### src/rtl/xsz_pkg.sv
// Shared types and helpers for the xsz_pack coalescing buffer.
package xsz_pkg;

    typedef enum logic [1:0] {
        EMPTY = 2'd0,
        ACC   = 2'd1,
        OUT   = 2'd2
    } xsz_pack_st_e;

    // Lane merge for one byte: take the incoming byte only where its strobe is set.
    function automatic logic [7:0] bytemerge(input logic [7:0] old_byte,
                                             input logic [7:0] new_byte,
                                             input logic       stb);
        return stb ? new_byte : old_byte;
    endfunction

endpackage

### src/rtl/xsz_pack_tmo.sv
// Idle timeout for a partially filled entry; hit requests a flush.
module xsz_pack_tmo #(
    parameter int TO = 16
) (
    input  logic clk,
    input  logic rst,
    input  logic en,
    input  logic clr,
    output logic hit
);

    localparam int CW    = (TO > 0) ? $clog2(TO + 1) : 1;
    localparam int TO_M1 = (TO > 0) ? TO - 1 : 0;
    localparam bit ENABLED = (TO > 0);

    logic [CW-1:0] cnt;

    // Counts idle cycles spent accumulating; any accept restarts the count.
    always_ff @(posedge clk) begin
        if (rst) begin
            cnt <= '0;
        end else if (clr || !en) begin
            cnt <= '0;
        end else begin
            cnt <= cnt + 1'b1;
        end
    end

    assign hit = ENABLED && en && !clr && (cnt == TO_M1[CW-1:0]);

endmodule

### src/rtl/xsz_pack.sv
// Coalesces consecutive sparse lane-placed beats that hit the same wide word
// into one dense beat, with a single registered entry between s_* and m_*.
module xsz_pack
    import xsz_pkg::*;
#(
    parameter int DO = 64,
    parameter int A  = 19,
    parameter int SB = 8,
    parameter int TO = 16
) (
    input  logic            clk,
    input  logic            rst,
    input  logic            s_vld,
    output logic            s_rdy,
    input  logic [DO-1:0]   s_dat,
    input  logic [DO/8-1:0] s_stb,
    input  logic [A-1:0]    s_adr,
    input  logic [SB-1:0]   s_sb,
    input  logic            s_lst,
    output logic            m_vld,
    input  logic            m_rdy,
    output logic [DO-1:0]   m_dat,
    output logic [DO/8-1:0] m_stb,
    output logic [A-1:0]    m_adr,
    output logic [SB-1:0]   m_sb,
    output logic            m_lst
);

    localparam int SO = DO / 8;
    localparam int W  = $clog2(SO);

    xsz_pack_st_e state, state_nxt;

    logic [DO-1:0] e_dat, nxt_dat, merged_dat;
    logic [SO-1:0] e_stb, nxt_stb;
    logic [A-1:0]  e_adr, nxt_adr;
    logic [SB-1:0] e_sb, nxt_sb;
    logic          e_lst, nxt_lst;
    logic          merge_ok, accept, load, close, tmo_hit;

    assign merge_ok = (state == ACC)
                   && (s_adr[A-1:W] == e_adr[A-1:W])
                   && (s_sb == e_sb)
                   && ((s_stb & e_stb) == '0)
                   && !e_lst;

    assign s_rdy  = (state == EMPTY) || merge_ok || ((state == OUT) && m_rdy);
    assign accept = s_vld && s_rdy;
    assign load   = accept && (state != ACC);

    for (genvar i = 0; i < SO; i++) begin : g_lane
        assign merged_dat[8*i +: 8] = bytemerge(e_dat[8*i +: 8], s_dat[8*i +: 8], s_stb[i]);
    end

    // Candidate entry after this cycle's accept; only committed when accept is high.
    always_comb begin
        nxt_dat = merged_dat;
        nxt_stb = e_stb | s_stb;
        nxt_adr = e_adr;
        nxt_sb  = e_sb;
        nxt_lst = e_lst | s_lst;
        if (load) begin
            nxt_dat = s_dat;
            nxt_stb = s_stb;
            nxt_adr = {s_adr[A-1:W], {W{1'b0}}};
            nxt_sb  = s_sb;
            nxt_lst = s_lst;
        end
    end

    assign close = (&nxt_stb) || nxt_lst;

    always_comb begin
        state_nxt = state;
        case (state)
            EMPTY: if (accept) state_nxt = close ? OUT : ACC;
            ACC: begin
                if (accept)              state_nxt = close ? OUT : ACC;
                else if (s_vld || tmo_hit) state_nxt = OUT;
            end
            OUT: begin
                if (m_rdy) begin
                    if (accept) state_nxt = close ? OUT : ACC;
                    else        state_nxt = EMPTY;
                end
            end
            default: state_nxt = EMPTY;
        endcase
    end

    always_ff @(posedge clk) begin
        if (rst) begin
            state <= EMPTY;
            e_dat <= '0;
            e_stb <= '0;
            e_adr <= '0;
            e_sb  <= '0;
            e_lst <= 1'b0;
        end else begin
            state <= state_nxt;
            if (accept) begin
                e_dat <= nxt_dat;
                e_stb <= nxt_stb;
                e_adr <= nxt_adr;
                e_sb  <= nxt_sb;
                e_lst <= nxt_lst;
            end
        end
    end

    xsz_pack_tmo #(.TO(TO)) u_tmo (
        .clk (clk),
        .rst (rst),
        .en  (state == ACC),
        .clr (accept),
        .hit (tmo_hit)
    );

    assign m_vld = (state == OUT);
    assign m_dat = e_dat;
    assign m_stb = e_stb;
    assign m_adr = e_adr;
    assign m_sb  = e_sb;
    assign m_lst = e_lst;

endmodule

### config.mk
export PLATFORM = sky130hd
export DESIGN_NAME = xsz_pack
export DESIGN_NICKNAME = d
export VERILOG_FILES = /design/src/rtl/xsz_pkg.sv /design/src/rtl/xsz_pack_tmo.sv /design/src/rtl/xsz_pack.sv
export SDC_FILE = /design/constraint.sdc
export NUM_CORES = 1
export LEC_CHECK = 0
export BUFFER_PORTS_ARGS = -buffer_cell sky130_fd_sc_hd__buf_2
export CORE_MARGIN = 10
export CORE_UTILIZATION = 48
export CTS_CLUSTER_DIAMETER = 80
export DETAILED_ROUTE_END_ITERATION = 12
export PLACE_DENSITY = 0.8
export SLEW_MARGIN = 20
export SYNTH_ARGS = -nofsm -noshare
export SYNTH_HDL_FRONTEND = slang
export SYNTH_SLANG_ARGS = --single-unit
### constraint.sdc
create_clock -name clk -period 2.1 [get_ports clk]
set_input_delay 0.21 -clock clk [delete_from_list [all_inputs] [get_ports clk]]
set_output_delay 0.21 -clock clk [all_outputs]
set_load 0.1 [all_outputs]
==> impl_summary.md <==
Critical path
Along the worst path, the maximum fanout reaches 4. The slowest cell on the critical path is sky130_fd_sc_hd__dfxtp_4. The path type of the worst setup path is flip-flop to primary output. STA classifies the critical path startpoint as a flip-flop.

Walking the worst path, the cells encountered are xnor2_2 -> nand4_1 -> nor4_2 -> buf_4 -> a31oi_4 -> buf_12 -> clkinvlp_4 -> buf_12. The buffers plus inverters on the worst setup path is 4. The delay contributed by the slowest stage of the critical path is 0.36 ns. For the worst setup path, the data required time is 1.89 ns. The most prevalent standard cell on the critical path is sky130_fd_sc_hd__buf_12. The category of the worst setup path capture point is a primary output. For the worst setup path, the data arrival time is 1.93 ns. The top cell family by delay on the critical path is buffers and inverters.

Power
The power per cell area is 865 nW/µm². The analysis attributes to cell leakage a power of 3.03 nW. The power after layout is 0.00583 W.

VDD sags by at most 0.000451 V.

Floorplanning
The floorplan step defined a die boundary enclosing 14600 µm². The region available for standard cell placement spans 9820 µm². The number of placed I/O pins is 206. The horizontal die dimension is 121 µm. The placement row count is 36.

The die is 121 µm tall. For this configuration, the core starts out at a cell density of 49.6%.

Route
The routed design has 14200 µm of wire. The initial DRC count is 394. Dividing the detail-routed via count by the number of cells gives 5.09.

In the final routed layout, each cell accounts on average for 16.0 µm. The detailed-routing iteration count for the pre-antenna-repair pass is 5. The count of antenna-violating nets left after detailed routing is 0. The via count is 4512. The remaining design rule violation count is 0.

Yosys
The number of cells produced by synthesis is 541. The distinct cell type count after synthesis is 34. After synthesis, flip-flops and latches occupy 42.8% of the total area. Dividing the synthesized area by the synthesized cell count gives 9.00 µm².

The synthesized netlist occupies a cell area of 4870 µm². The synthesized design contains 104 register bits. During synthesis, Yosys emitted a total of 0 warnings.

Placement
The count of port buffers added during placement is 199. Routability-driven placement finished with a final weighted congestion of 0.844. The HPWL after detailed placement is 10700 µm. Prior to clock tree synthesis, the placed netlist has a worst setup slack of 0.0259 ns.

STA
The post-route worst setup slack is -0.0372 ns. The final period utilization is 102%. For this run, the top clock speed supported by timing is 468 MHz. Setup repair after global routing could not meet its margin everywhere. The time the final worst path needs with I/O delays and setup is 2.14 ns. The number of failing hold endpoints at the final stage is 0. The number of max-slew violations in the final report is 0. The relative max-transition margin is 58.4%. After routing, the total negative slack on setup checks comes to -0.0372 ns. The pin slew with the least headroom to its limit is 0.618 ns. Setup violations remaining at the end of the flow were counted as 1. The clock skew is 0.00737 ns.

Cells and area
For this run, the post-layout net count is 853. The storage element area is 2170 µm². The post-route netlist has 40.3% of its cells at a drive strength greater than 1.

The fill cell total of the finished layout is 836. The area used by multi-input combinational logic is 2800 µm². The area growth from synthesis to layout is 38.5%. The final design utilization is 68.7%.

GRT
The total global-route track usage is 19.1%. The number of global-route vias before repair is 4684. The global-route wire length before repair is 23000 µm. The initial antenna violation count came to 1. The pin count of the biggest net entering global routing is 71. The total congestion overflow is 0.

Run
The max-capacitance violation count is 0.

Clock network
After clock tree synthesis, the flow added hold-fix buffers numbering 0. The number of buffers inserted during clock tree synthesis is 9. The maximum buffer depth of the clock tree is 2. The clock latency on the worst-skew pair is 0.36 ns. The clock tree synthesis step divided the H-tree into 3 levels. TritonCTS built the clock tree. The number of sinks handled by clock tree synthesis is 104. The clock edge transition at the registers on the reported setup and hold paths is 0.10 ns. The CTS root buffer is sky130_fd_sc_hd__clkbuf_8.

Outcome
The checks that failed: setup timing. The flow ran to the end, but the final reports show violations.

Hold path
The classification of the worst-slack hold path is input pin to flip-flop.
layer usage:
metal	up-vias	share of wire, %	GRT usage [%]
met4	0	3.2	9.13
met2	192	48	31.1
met3	39	11	8.33
met5	-	0	0
li1	2199	-	-
met1	2082	38	20.9
worst register-to-register path: stages (launching register included):
cell and delay [ns]:
sky130_fd_sc_hd__dfxtp_4 0.36, sky130_fd_sc_hd__xnor2_2 0.12, sky130_fd_sc_hd__nand4_1 0.14, sky130_fd_sc_hd__nor4_2 0.28
sky130_fd_sc_hd__buf_4 0.17, sky130_fd_sc_hd__a31oi_4 0.10, sky130_fd_sc_hd__buf_12 0.16, sky130_fd_sc_hd__buf_6 0.17
sky130_fd_sc_hd__nor2_4 0.15, sky130_fd_sc_hd__buf_12 0.15, sky130_fd_sc_hd__mux2i_2 0.21
area by class of cell:
type	count	share of cell area, %
inverters	4	0.278
repair buffers	227	20.4
well taps	133	2.47
clock buffers	14	2.71
flip-flops and latches	104	32.2
diodes	1	0.0371
multi-input cells	401	41.5
clock inverters	2	0.520
path summary, 6_finish.rpt:
check | start | to | slack (ns) | cells after the start
hold reg to reg | m_dat[23] | m_dat[23] | 0.47 | 2
setup / recovery | m_adr[12] | s_rdy | -0.04 | 8
setup reg to reg | m_adr[12] | m_dat[11] | 0.02 | 10
hold / removal | s_dat[38] | m_dat[38] | 0.09 | 3
repair_timing:
action / in CTS / in global routing
gates resized for setup: 14 / 10
pin swaps: 14 / 13
setup buffers: 8 / 2
setup endpoints to repair: 1 / 77
gates cloned: 1 / 0
synth_stat cells (all sizes together):
| library cell | count | area (µm²) |
|---|---|---|
| a211oi | 1 | 7.51 |
| a31oi | 9 | 62.6 |
| nand4 | 7 | 43.8 |
| a21oi | 27 | 135 |
| inv | 4 | 15.0 |
| dfxtp | 104 | 2080 |
| and3 | 1 | 6.26 |
| nand2 | 71 | 267 |
| nor4b | 1 | 8.76 |
| o32a | 1 | 10.0 |
| nand3 | 4 | 20.0 |
| mux2i | 65 | 651 |
| a221oi | 1 | 8.76 |
| nor4 | 7 | 43.8 |
| xnor2 | 24 | 210 |
| xor2 | 2 | 17.5 |
| nor2b | 3 | 18.8 |
| nor2 | 12 | 78.8 |
| nand3b | 9 | 67.6 |
| o21ai | 10 | 50.1 |
| o21a | 1 | 7.51 |
| nor3 | 1 | 5.00 |
| nand2b | 131 | 820 |
| buf | 5 | 41.3 |
| a22oi | 3 | 22.5 |
| and2 | 1 | 6.26 |
| clkbuf | 29 | 109 |
| conb | 1 | 3.75 |
| o22ai | 4 | 25.0 |
| ha | 2 | 25.0 |
cell families (layout without fill, tap and decap cells):
logic type | count (synthesis) | count (layout) | share of synthesized area [%]
AO/OA/AOI/OAI | 57 | 57 | 6.76
XOR/XNOR | 26 | 26 | 4.68
adder cells (fa/ha/maj) | 2 | 2 | 0.514
buffers and inverters | 38 | 247 | 3.39
flip-flops | 104 | 104 | 42.8
multiplexers | 65 | 65 | 13.4
other | 1 | 4 | 0.0770
AND/OR/NAND/NOR | 248 | 248 | 28.5
report_power, final:
part / total [W] / internal [W] / switching [W]
Sequential: 0.00224 / 0.00213 / 0.000112
Clock: 0.00135 / 0.000682 / 0.000665
Combinational: 0.00224 / 0.000592 / 0.00165
Total: 0.00583 / 0.00340 / 0.00243
per-stage QoR:
stage / area [µm²] / hold slack, ns / std cells
2_1_floorplan: 5000 / 0.336 / 543
3_3_place_gp: 6260 / 0.440 / 858
3_5_place_dp: 6260 / 0.461 / 858
4_1_cts: 6660 / 0.0722 / 883
5_1_grt: 6740 / 0.0793 / 886
6_report: 6740 / 0.0924 / 886
sequential cells by signal, indices dropped and copies added, names as in the netlist:
name / cells
m_lst: 1
m_sb: 8
m_dat: 64
m_stb: 8
u_tmo.cnt: 5
m_adr: 16
state: 2
cells in the final DEF, fill, tap and decap left out, types with 2 or more instances in the layout:
cell,count
sky130_fd_sc_hd__inv_1,3
sky130_fd_sc_hd__buf_12,10
sky130_fd_sc_hd__nand2_1,71
sky130_fd_sc_hd__mux2i_2,2
sky130_fd_sc_hd__xnor2_1,13
sky130_fd_sc_hd__a22oi_1,3
sky130_fd_sc_hd__ha_1,2
sky130_fd_sc_hd__buf_6,3
sky130_fd_sc_hd__nand3_1,4
sky130_fd_sc_hd__o22ai_1,4
sky130_fd_sc_hd__buf_4,16
sky130_fd_sc_hd__clkbuf_8,13
sky130_fd_sc_hd__xnor2_2,11
sky130_fd_sc_hd__dfxtp_1,71
sky130_fd_sc_hd__nor2_4,7
sky130_fd_sc_hd__a31oi_1,8
sky130_fd_sc_hd__buf_2,197
sky130_fd_sc_hd__dfxtp_4,18
sky130_fd_sc_hd__nor2b_2,2
sky130_fd_sc_hd__mux2i_1,63
sky130_fd_sc_hd__nor4_1,5
sky130_fd_sc_hd__conb_1,3
sky130_fd_sc_hd__nand3b_1,9
sky130_fd_sc_hd__xor2_1,2
sky130_fd_sc_hd__nand4_1,7
sky130_fd_sc_hd__a21oi_1,27
sky130_fd_sc_hd__dfxtp_2,15
sky130_fd_sc_hd__nor2_1,4
sky130_fd_sc_hd__o21ai_0,10
sky130_fd_sc_hd__nand2b_1,131
(Power assumes the default switching activity.)
